===== src/rtl/etapa2_pkg.sv =====
// Shared geometry, FSM state type and tap record for the stage-2 convolution sequencer.
package etapa2_pkg;

  localparam int unsigned IMG_W  = 8;
  localparam int unsigned N_CH   = 3;
  localparam int unsigned N_FILT = 4;
  localparam int unsigned K      = 3;
  localparam int unsigned OUT_W  = IMG_W - K + 1;
  localparam int unsigned PLANE  = IMG_W * IMG_W;

  typedef enum logic [2:0] {
    StIdle,
    StRead,
    StDrain,
    StEmit,
    StDone
  } state_t;

  typedef struct packed {
    logic [1:0] ch;
    logic [1:0] kr;
    logic [1:0] kc;
    logic [1:0] filt;
    logic       first;
    logic       last;
  } tap_t;

endpackage


===== src/rtl/s2_window_counter.sv =====
// Nested tap counter (ch,kr,kc) and window counter (filt,row,col); both wrap to zero after
// their final step so the next window/pass starts clean.
module s2_window_counter
  import etapa2_pkg::*;
(
  input  logic       i_clk,
  input  logic       i_reset,
  input  logic       i_clr,
  input  logic       i_tap_step,
  input  logic       i_win_step,
  output logic [1:0] o_ch,
  output logic [1:0] o_kr,
  output logic [1:0] o_kc,
  output logic [1:0] o_filt,
  output logic [2:0] o_row,
  output logic [2:0] o_col,
  output logic       o_tap_first,
  output logic       o_tap_last,
  output logic       o_win_last
);

  localparam logic [1:0] ChMax   = 2'(N_CH - 1);
  localparam logic [1:0] KMax    = 2'(K - 1);
  localparam logic [1:0] FiltMax = 2'(N_FILT - 1);
  localparam logic [2:0] PixMax  = 3'(OUT_W - 1);

  logic [1:0] r_ch, r_kr, r_kc, r_filt;
  logic [2:0] r_row, r_col;
  logic       w_kc_wrap, w_kr_wrap, w_col_wrap, w_row_wrap;

  assign w_kc_wrap  = (r_kc == KMax);
  assign w_kr_wrap  = w_kc_wrap && (r_kr == KMax);
  assign w_col_wrap = (r_col == PixMax);
  assign w_row_wrap = w_col_wrap && (r_row == PixMax);

  always_ff @(posedge i_clk or posedge i_reset) begin
    if (i_reset) begin
      r_ch   <= '0;
      r_kr   <= '0;
      r_kc   <= '0;
      r_filt <= '0;
      r_row  <= '0;
      r_col  <= '0;
    end else if (i_clr) begin
      r_ch   <= '0;
      r_kr   <= '0;
      r_kc   <= '0;
      r_filt <= '0;
      r_row  <= '0;
      r_col  <= '0;
    end else begin
      if (i_tap_step) begin
        r_kc <= w_kc_wrap ? 2'd0 : r_kc + 2'd1;
        if (w_kc_wrap) r_kr <= (r_kr == KMax) ? 2'd0 : r_kr + 2'd1;
        if (w_kr_wrap) r_ch <= (r_ch == ChMax) ? 2'd0 : r_ch + 2'd1;
      end
      if (i_win_step) begin
        r_col <= w_col_wrap ? 3'd0 : r_col + 3'd1;
        if (w_col_wrap) r_row <= (r_row == PixMax) ? 3'd0 : r_row + 3'd1;
        if (w_row_wrap) r_filt <= (r_filt == FiltMax) ? 2'd0 : r_filt + 2'd1;
      end
    end
  end

  assign o_ch        = r_ch;
  assign o_kr        = r_kr;
  assign o_kc        = r_kc;
  assign o_filt      = r_filt;
  assign o_row       = r_row;
  assign o_col       = r_col;
  assign o_tap_first = (r_ch == 2'd0) && (r_kr == 2'd0) && (r_kc == 2'd0);
  assign o_tap_last  = w_kr_wrap && (r_ch == ChMax);
  assign o_win_last  = w_row_wrap && (r_filt == FiltMax);

endmodule


===== src/rtl/etapa2_seq_ctrl.sv =====
// Stage-2 convolution sequencer: walks the stage-1 map in BRAM, aligns tap info with read data
// and hands one result per output pixel per filter downstream.
module etapa2_seq_ctrl
  import etapa2_pkg::*;
#(
  parameter int unsigned READ_LAT = 1,
  parameter int unsigned ADDR_W   = 8
) (
  input  logic              i_clk,
  input  logic              i_reset,
  input  logic              i_start,
  output logic              o_enab,
  output logic [ADDR_W-1:0] o_read_addr,
  output logic              o_mac_valid,
  output logic              o_mac_first,
  output logic              o_mac_last,
  output logic [1:0]        o_chanel_used,
  output logic [1:0]        o_filter_used,
  output logic [1:0]        o_tap_row,
  output logic [1:0]        o_tap_col,
  output logic              o_out_valid,
  input  logic              i_out_ready,
  output logic [2:0]        o_out_row,
  output logic [2:0]        o_out_col,
  output logic              o_busy,
  output logic              o_data_done
);

  state_t r_state, w_state_nxt;

  logic [1:0] w_ch, w_kr, w_kc, w_filt;
  logic [2:0] w_row, w_col;
  logic       w_tap_first, w_tap_last, w_win_last;
  logic       w_clr, w_tap_step, w_win_step, w_issue;
  logic [ADDR_W-1:0] w_addr;

  tap_t               r_pipe [READ_LAT];
  logic [READ_LAT-1:0] r_vld;
  tap_t               w_tap_in, w_tap_out;

  s2_window_counter u_cnt (
    .i_clk      (i_clk),
    .i_reset    (i_reset),
    .i_clr      (w_clr),
    .i_tap_step (w_tap_step),
    .i_win_step (w_win_step),
    .o_ch       (w_ch),
    .o_kr       (w_kr),
    .o_kc       (w_kc),
    .o_filt     (w_filt),
    .o_row      (w_row),
    .o_col      (w_col),
    .o_tap_first(w_tap_first),
    .o_tap_last (w_tap_last),
    .o_win_last (w_win_last)
  );

  always_ff @(posedge i_clk or posedge i_reset) begin
    if (i_reset) r_state <= StIdle;
    else         r_state <= w_state_nxt;
  end

  always_comb begin
    w_state_nxt = r_state;
    w_clr       = 1'b0;
    w_tap_step  = 1'b0;
    w_win_step  = 1'b0;
    unique case (r_state)
      StIdle: begin
        if (i_start) begin
          w_state_nxt = StRead;
          w_clr       = 1'b1;
        end
      end
      StRead: begin
        w_tap_step = 1'b1;
        if (w_tap_last) w_state_nxt = StDrain;
      end
      // Wait for the window's final tap to emerge from the BRAM latency pipe.
      StDrain: begin
        if (o_mac_last) w_state_nxt = StEmit;
      end
      StEmit: begin
        if (i_out_ready) begin
          w_win_step  = 1'b1;
          w_state_nxt = w_win_last ? StDone : StRead;
        end
      end
      StDone:  w_state_nxt = StIdle;
      default: w_state_nxt = StIdle;
    endcase
  end

  assign w_issue = (r_state == StRead);
  assign w_addr  = ADDR_W'(w_ch) * ADDR_W'(PLANE)
                 + (ADDR_W'(w_row) + ADDR_W'(w_kr)) * ADDR_W'(IMG_W)
                 + ADDR_W'(w_col) + ADDR_W'(w_kc);

  assign w_tap_in = {w_ch, w_kr, w_kc, w_filt, w_tap_first & w_issue, w_tap_last & w_issue};

  // Shift issue-side tap info by READ_LAT so it lines up with BRAM data.
  always_ff @(posedge i_clk or posedge i_reset) begin
    if (i_reset) begin
      r_vld <= '0;
      for (int i = 0; i < READ_LAT; i++) r_pipe[i] <= '0;
    end else begin
      r_vld[0]  <= w_issue;
      r_pipe[0] <= w_tap_in;
      for (int i = 1; i < READ_LAT; i++) begin
        r_vld[i]  <= r_vld[i-1];
        r_pipe[i] <= r_pipe[i-1];
      end
    end
  end

  assign w_tap_out     = r_pipe[READ_LAT-1];
  assign o_mac_valid   = r_vld[READ_LAT-1];
  assign o_mac_first   = o_mac_valid & w_tap_out.first;
  assign o_mac_last    = o_mac_valid & w_tap_out.last;
  assign o_chanel_used = w_tap_out.ch;
  assign o_filter_used = w_tap_out.filt;
  assign o_tap_row     = w_tap_out.kr;
  assign o_tap_col     = w_tap_out.kc;

  assign o_enab      = w_issue;
  assign o_read_addr = w_issue ? w_addr : '0;
  assign o_out_valid = (r_state == StEmit);
  assign o_out_row   = w_row;
  assign o_out_col   = w_col;
  assign o_busy      = (r_state != StIdle);
  assign o_data_done = (r_state == StDone);

endmodule


===== config.mk =====
export PLATFORM = sky130hd
export DESIGN_NAME = etapa2_seq_ctrl
export DESIGN_NICKNAME = d
export VERILOG_FILES = /design/src/rtl/etapa2_pkg.sv /design/src/rtl/s2_window_counter.sv /design/src/rtl/etapa2_seq_ctrl.sv
export SDC_FILE = /design/constraint.sdc
export NUM_CORES = 1
export LEC_CHECK = 0
export ABC_AREA = 1
export CORE_ASPECT_RATIO = 0.9
export CORE_MARGIN = 2
export CORE_UTILIZATION = 46
export DETAILED_ROUTE_END_ITERATION = 8
export PLACE_DENSITY = 0.85
export SLEW_MARGIN = 20
export SYNTH_ARGS = -nofsm -noshare
export SYNTH_HDL_FRONTEND = slang
export SYNTH_SLANG_ARGS = --single-unit

===== constraint.sdc =====
create_clock -name i_clk -period 1.73 [get_ports i_clk]
set_input_delay 0.346 -clock i_clk [delete_from_list [all_inputs] [get_ports i_clk]]
set_output_delay 0.346 -clock i_clk [all_outputs]
set_load 0.02 [all_outputs]

==> results.toml <==
[timing]
timing.clock.skew_ps = 2.32
setup_total_negative_slack_ps = -3360
worst_slew_pin_slew_ps = 355
layout_worst_path_cycle_share = 1.38
slew_violations = 0
rsz0062_at_grt = "yes"
post-route-min-period_ps = 2390
timing_hold_violations_final = 0
postLayoutSetupSlackWorst_ps = -662
hold-worst-slack_ps = 384
max_slew_margin = 0.763
setup_viol = 9
achievable-frequency_ghz = 0.418

[routing]
via_count = 1481
first_pass_iters = 4
met2RoutedLength_mm = 2.08
vias_per_cell = 4.95
met1_length_mm = 1.63
wl_per_cell_um = 13.0
dr.first_iter.drc_count = 63
drt.antenna.violating_nets = 0
drc = 0
routed_wirelength_mm = 3.89
top_signal_layer_used = "met4"
wl_met3_um = 115

[worst_setup_path]
critical_path.startpoint = "u_cnt.o_row[0]$_DFFE_PP0P_"
rr_worst_depth = 7
standard_cell_with_the_maximum_stage_delay_on_the_critical_path = "sky130_fd_sc_hd__fa_1"
path_class = "flop to output port"
worst_r2r_endpoint = "u_cnt.o_kc[0]$_DFFE_PP0P_"
worst_path_largest_cell_delay_ps = 530
crit_required_ps = 1380
reg2reg_setup_slack_ps = 110
timing.critical_path.to_type = "output port"
critPathLaunchType = "flop"
reg2reg_from = "r_state[0]$_DFFE_PP0P_"
critical_path_arrival_ps = 2050
cell_by_cell_trace_of_the_critical_path = "ha_4 -> fa_1 -> nand2_2 -> inv_2 -> nand4_1 -> a21oi_2 -> nor2_4 -> buf_6"
cp_max_fo = 2

[final_layout]
fillers = 255
nets = 268
antenna_diode_count = 0
drive_gt1_frac = 0.357
postLayoutCoreUtil = 0.708
area_delta_synth_final_pct = 48.5

[floorplanning]
core_area_um2 = 3330
placement_rows = 20
initial_core_util = 0.476
top_level_ports = 33
die_height_um = 59.7
floorplan.die_area_um2 = 3930
die_w_um = 65.9

[worst_hold_path]
worst_min_delay_path_category = "flop to flop"
worstHoldEndpoint = "o_chanel_used[1]$_DFF_PP0_"
hold_path_depth = 0
worst_min_delay_path_startpoint = "u_cnt.o_ch[1]$_DFFE_PP0P_"

[run]
max_capacitance_violation_count = 0

[synthesis]
syn_area_per_cell_um2 = 8.21
ys_types = 26
synth_nets = 205
synth_area_um2 = 1590
yosys_warnings = 0
ys_seq_area_frac = 0.442
count_of_state_elements_after_synthesis = 28
synthCells = 193

[global_routing]
number_of_global_route_vias_before_repair = 1413
grt_first_pass_wirelength_mm = 6.20
gr-total-overflow = 0
grt_start_max_net_pins = 29
number_of_antenna_violations_at_the_first_check_in_global_routing = 0
track_usage = 0.211

[clock_tree]
clkSlewWorstSetupHoldPaths_ps = 100
numCtsBuffers = 3
cts_sinks = 28
clock_tree.buffer_depth = 2
cts.hold.buffers_added = 0
cts_tree = "done"
clk-insertion-delay-late_ps = 280
clk_root_buffer_cell = "sky130_fd_sc_hd__clkbuf_8"
htreeDepth = 1

[pwr]
report.power.total_w = 0.00110
ir_worst_vdd_mv = 0.328
pwr_density_cell_nw_per_um2 = 468
cellLeakagePower_nw = 1.19

[run_status]
failed_checks = "setup timing"
status = "complete, but fails checks"

[placement]
place_worst_setup_slack_ps = -838
place.gp.congestion = 0.918
port_buffers = 32
hpwl_mm = 2.69
-- kinds of logic (layout without fill, tap and decap cells) --
kind of cell    after synthesis  count (layout)  synth area share
simple gates                 89              89             0.268
buf+inv                      39             101             0.114
flops                        28              28             0.442
compound gates               26              26            0.0860
fa+ha+maj                     8               8            0.0726
xor+xnor                      2               2            0.0111
mux                           1               1           0.00631
-- sequential cells by signal, indices dropped and copies added, names as in the netlist --
signal / cells
o_tap_col: 2
o_chanel_used: 2
u_cnt.o_row: 3
u_cnt.o_kr: 2
u_cnt.o_col: 3
o_filter_used: 2
r_state: 3
r_pipe: 2
u_cnt.o_ch: 2
u_cnt.o_kc: 2
o_mac_valid: 1
u_cnt.o_filt: 2
o_tap_row: 2
-- cell type report --
| type | instances | area, um2 | share of cell area |
|---|---|---|---|
| clock buffer | 4 | 55.1 | 0.0234 |
| sequential | 28 | 704 | 0.299 |
| timing repair buffer | 67 | 596 | 0.253 |
| inverter | 30 | 115 | 0.0489 |
| multi-input combinational | 126 | 830 | 0.352 |
| tap | 44 | 55.1 | 0.0234 |
-- timing repair --
| item | 4_1_cts | 5_1_grt |
|---|---|---|
| buffers inserted | 4 | 4 |
| cloned | 0 | 0 |
| endpoints found under the hold margin | 0 | 0 |
| pin swaps | 13 | 12 |
| gates resized for setup | 74 | 27 |
| endpoints found under the setup margin | 18 | 14 |
-- how the worst max path moves through the flow --
stage | endpoint | slack [ps]
after floorplan | o_read_addr[7] | -310
after global placement | o_read_addr[7] | -780
after detailed placement | o_read_addr[7] | -840
after CTS | o_read_addr[7] | -690
after global routing | o_read_addr[7] | -760
final | o_read_addr[7] | -660
-- synthesized netlist by cell type (all sizes together) --
library cell / instances / area (um2)
nand2: 45 / 191
inv: 30 / 115
dfrtp: 28 / 701
nor2: 21 / 103
nand3: 15 / 85.1
o21ai: 15 / 75.1
buf: 9 / 65.1
a21oi: 8 / 40.0
ha: 6 / 75.1
nand4: 4 / 25.0
nor3: 3 / 15.0
fa: 2 / 40.0
o22ai: 2 / 12.5
xor2: 2 / 17.5
and3: 1 / 6.26
mux2i: 1 / 10.0
o32ai: 1 / 8.76
-- cells in the final DEF (no fill, tap or decap), types with 2 or more instances in the layout --
cell type	synthesis	final
sky130_fd_sc_hd__a21oi_1	8	5
sky130_fd_sc_hd__a21oi_2	0	3
sky130_fd_sc_hd__buf_4	8	31
sky130_fd_sc_hd__buf_6	0	12
sky130_fd_sc_hd__clkbuf_2	0	2
sky130_fd_sc_hd__clkbuf_8	0	4
sky130_fd_sc_hd__clkdlybuf4s50_1	0	12
sky130_fd_sc_hd__dfrtp_1	28	25
sky130_fd_sc_hd__dfrtp_2	0	3
sky130_fd_sc_hd__dlygate4sd2_1	0	6
sky130_fd_sc_hd__dlymetal6s2s_1	0	2
sky130_fd_sc_hd__ha_1	6	3
sky130_fd_sc_hd__ha_4	0	3
sky130_fd_sc_hd__inv_1	28	26
sky130_fd_sc_hd__inv_2	1	3
sky130_fd_sc_hd__nand2_1	38	32
sky130_fd_sc_hd__nand2_2	6	10
sky130_fd_sc_hd__nand2_4	1	3
sky130_fd_sc_hd__nand3_1	13	12
sky130_fd_sc_hd__nand3_2	2	3
sky130_fd_sc_hd__nand4_1	4	4
sky130_fd_sc_hd__nor2_1	19	15
sky130_fd_sc_hd__nor2_2	0	2
sky130_fd_sc_hd__nor2_4	1	3
sky130_fd_sc_hd__nor3_1	3	2
sky130_fd_sc_hd__o21ai_0	12	10
sky130_fd_sc_hd__o21ai_1	3	3
sky130_fd_sc_hd__o21ai_2	0	2
sky130_fd_sc_hd__o22ai_1	2	2
sky130_fd_sc_hd__xor2_1	2	2
-- metal layers --
| metal | global-route usage | vias to the layer above |
|---|---|---|
| met1 | 0.259 | 708 |
| li1 | - | 736 |
| met2 | 0.382 | 30 |
| met3 | 0.0358 | 7 |
| met4 | 0.0595 | 0 |
| met5 | 0 | - |
-- worst max-delay path: cells and delay by family (launching register included) --
kind                     cells  cell delay (ps)
buffers and inverters        2              180
adder cells (fa/ha/maj)      2              700
flip-flops                   1              440
AND/OR/NAND/NOR              3              240
AO/OA/AOI/OAI                1              200
-- report_power, final --
group | switching, W | internal [W]
clock network | 0.000219 | 0.000204
registers | 0 | 0.000654
logic | 0.0000162 | 0.00000795
total | 0.000236 | 0.000866
-- through the flow --
stage | cells | cell area (um2)
floorplan | 193 | 1630
global route | 299 | 2350
finish | 299 | 2350
global placement | 288 | 2150
detailed placement | 288 | 2150
CTS | 296 | 2270
Power figures use the tool's default switching activity.
==> patch: new RTL, config.mk and constraints unchanged <==
Change the parameter `READ_LAT` from 1 to 2.
--- a/src/rtl/etapa2_seq_ctrl.sv
+++ b/src/rtl/etapa2_seq_ctrl.sv
@@ -3,7 +3,7 @@
 module etapa2_seq_ctrl
   import etapa2_pkg::*;
 #(
-  parameter int unsigned READ_LAT = 1,
+  parameter int unsigned READ_LAT = 2,
   parameter int unsigned ADDR_W   = 8
 ) (
   input  logic              i_clk,
Behaviour: not the same (Yosys sat finds a counterexample within 4 cycles, from zero or initial values and one cycle with i_reset high).
==> patch against the original RTL <==
The flow still finishes with violations (negative setup slack). Setup slack got worse by 63 ps. Wire length is 23% higher. Synthesized cell count is 8.8% higher. Largest cell class is now registers. Combinational power rose by 32%. Sequential power grew 39%. Hold slack got worse by 33 ps. Power rose by 54%. Sequential cell count up 11. Final area increased by 18%. Critical endpoint unchanged. Global-route usage down 1.1 points. Critical path type unchanged. Synthesized area rose by 19%. Non-clock buffer count is 5 higher. Clock power rose by 79%.
==> patch: results (changes against the original RTL) <==
stage,metric,value,unit,change
run_status,status,"finished, violations left",,
run_status,violations,negative setup slack,,
final_layout,final_cell_area,2790,sq um,+18%
setup_path,cp.arrival,2110,ps,+60 ps
yosys,synth_area_leaders,"dfrtp_1 (52%), nand2_1 (6.4%), inv_1 (5.8%)",,
route,met1_length,2080,microns,+28%
clock_network,post_cts_buffers,1,,-3
grt,grt_pass1_vias,1594,,+13%
placed_design,numPortBuffers,32,,unchanged
route,wire_per_inst,14.6,microns,+12%
clock_network,cts_buffers,5,,+2
route,met3_length,205,microns,+78%
grt,grt_max_degree,40,,+38%
yosys,ys_types,25,,-3.8%
setup_path,path_max_fanout,3,,+1
power,ir_worst_vdd,0.419,mV,+28%
sta,worst_pin_slew,258,ps,-96.9 ps
final_layout,drive_above_1_share,40.1,%,+4.5 points
grt,grtUsageMet3,6.22,%,+2.6 points
placed_design,dpl.hpwl,2960,microns,+10%
sta,skew,6.21,ps,+3.90 ps
placed_design,gp_congestion,0.800,,-13%
yosys,syn_inst,210,,+8.8%
sta,setup_viol,8,,-1
yosys,synthTopCellsByCount,"dfrtp_1 (39), nand2_1 (32), inv_1 (29)",,
route,viasPerCell,5.08,,+2.6%
sta,fin_ws,-725,ps,-63.3 ps
route,vias,1662,,+12%
final_layout,nFillCells,276,,+8.2%
setup_path,rr_startpoint,r_state[2],,
power,leakagePower,1.32,nW,+11%
route,dr_wl_met2,2430,microns,+17%
final_layout,nets,290,,+8.2%
sta,holdWs,351,ps,-32.9 ps
placed_design,post_dp_cell_area,2500,sq um,+16%
clock_network,h-tree-depth,2,,+1
clock_network,cts-resized-gates,82,,+11%
yosys,synth_nets,222,,+8.3%
grt,met1_usage,24.2,%,-1.7 points
setup_path,slowest_stage,dfrtp_2,,
setup_path,reg2reg_depth,10,,+3
clock_network,cts.reportedPaths.clkPinSlew,80,ps,-20 ps
route,first_pass_iters,4,,unchanged
yosys,synth-seq-area-share,51.9,%,+7.7 points
min_path,hold_path_end,o_tap_col[1],,
grt,grt_pass1_wl,7050,microns,+14%
setup_path,slowest_delay,430,ps,-100 ps
==> patch: changes by cell type after synthesis, moves of 2 or more <==
cell,delta
nand3_1,+2
a21oi_1,+3
o22ai_1,-2
dfrtp_1,+11
nand4_1,+2
nand3_2,-2
nor3_2,+2
nor2_2,+3
nand2_1,-6
o21ai_1,+4
==> patch: final cells by class <==
| cell class | count | area share, % |
|---|---|---|
| clock buffer | 5 | 2.47 |
| clock inverter | 3 | 1.57 |
| inverter | 31 | 4.30 |
| multi-input combinational | 129 | 30.6 |
| sequential | 39 | 35.2 |
| tap | 48 | 2.15 |
| timing repair buffer | 72 | 23.7 |
==> patch: cell families (layout without fill, tap and decap cells) <==
kind of cell               count (synthesis)  in the layout  synth area share [%]
buffers and inverters                     42            111                  10.6
AOI/OAI and AO/OA                         30             30                  8.18
xor gates and xnor gates                   2              2                 0.932
DFF                                       39             39                  51.9
and+or+nand+nor                           89             89                  22.2
adders and majority gates                  8              8                  6.12
==> patch: per-stage QoR <==
step / setup TNS [ps] / util [%] / setup WS [ps]
floorplan: -1060 / - / -308
global placement: -4660 / 62.7 / -775
detailed placement: -4830 / 62.7 / -810
CTS: -3500 / 66.7 / -706
global route: -4210 / 69.9 / -807
finish: -3630 / 69.9 / -725
==> patch: worst register-to-register path, stage by stage, from the launching register on <==
cell and delay, ps:
dfrtp_1 370, buf_4 140, inv_2 50, nand2_2 90
nor2_2 50, buf_4 130, nand2_2 160, inv_1 120
a21oi_2 200, nand2_1 80, o21ai_1 130
==> patch: report_power, final <==
part,internal [mW],leakage (nW),switching (mW)
clock,0.429,0.0581,0.329
combinational,0.0111,0.812,0.0208
sequential,0.911,0.453,0
total,1.35,1.32,0.350
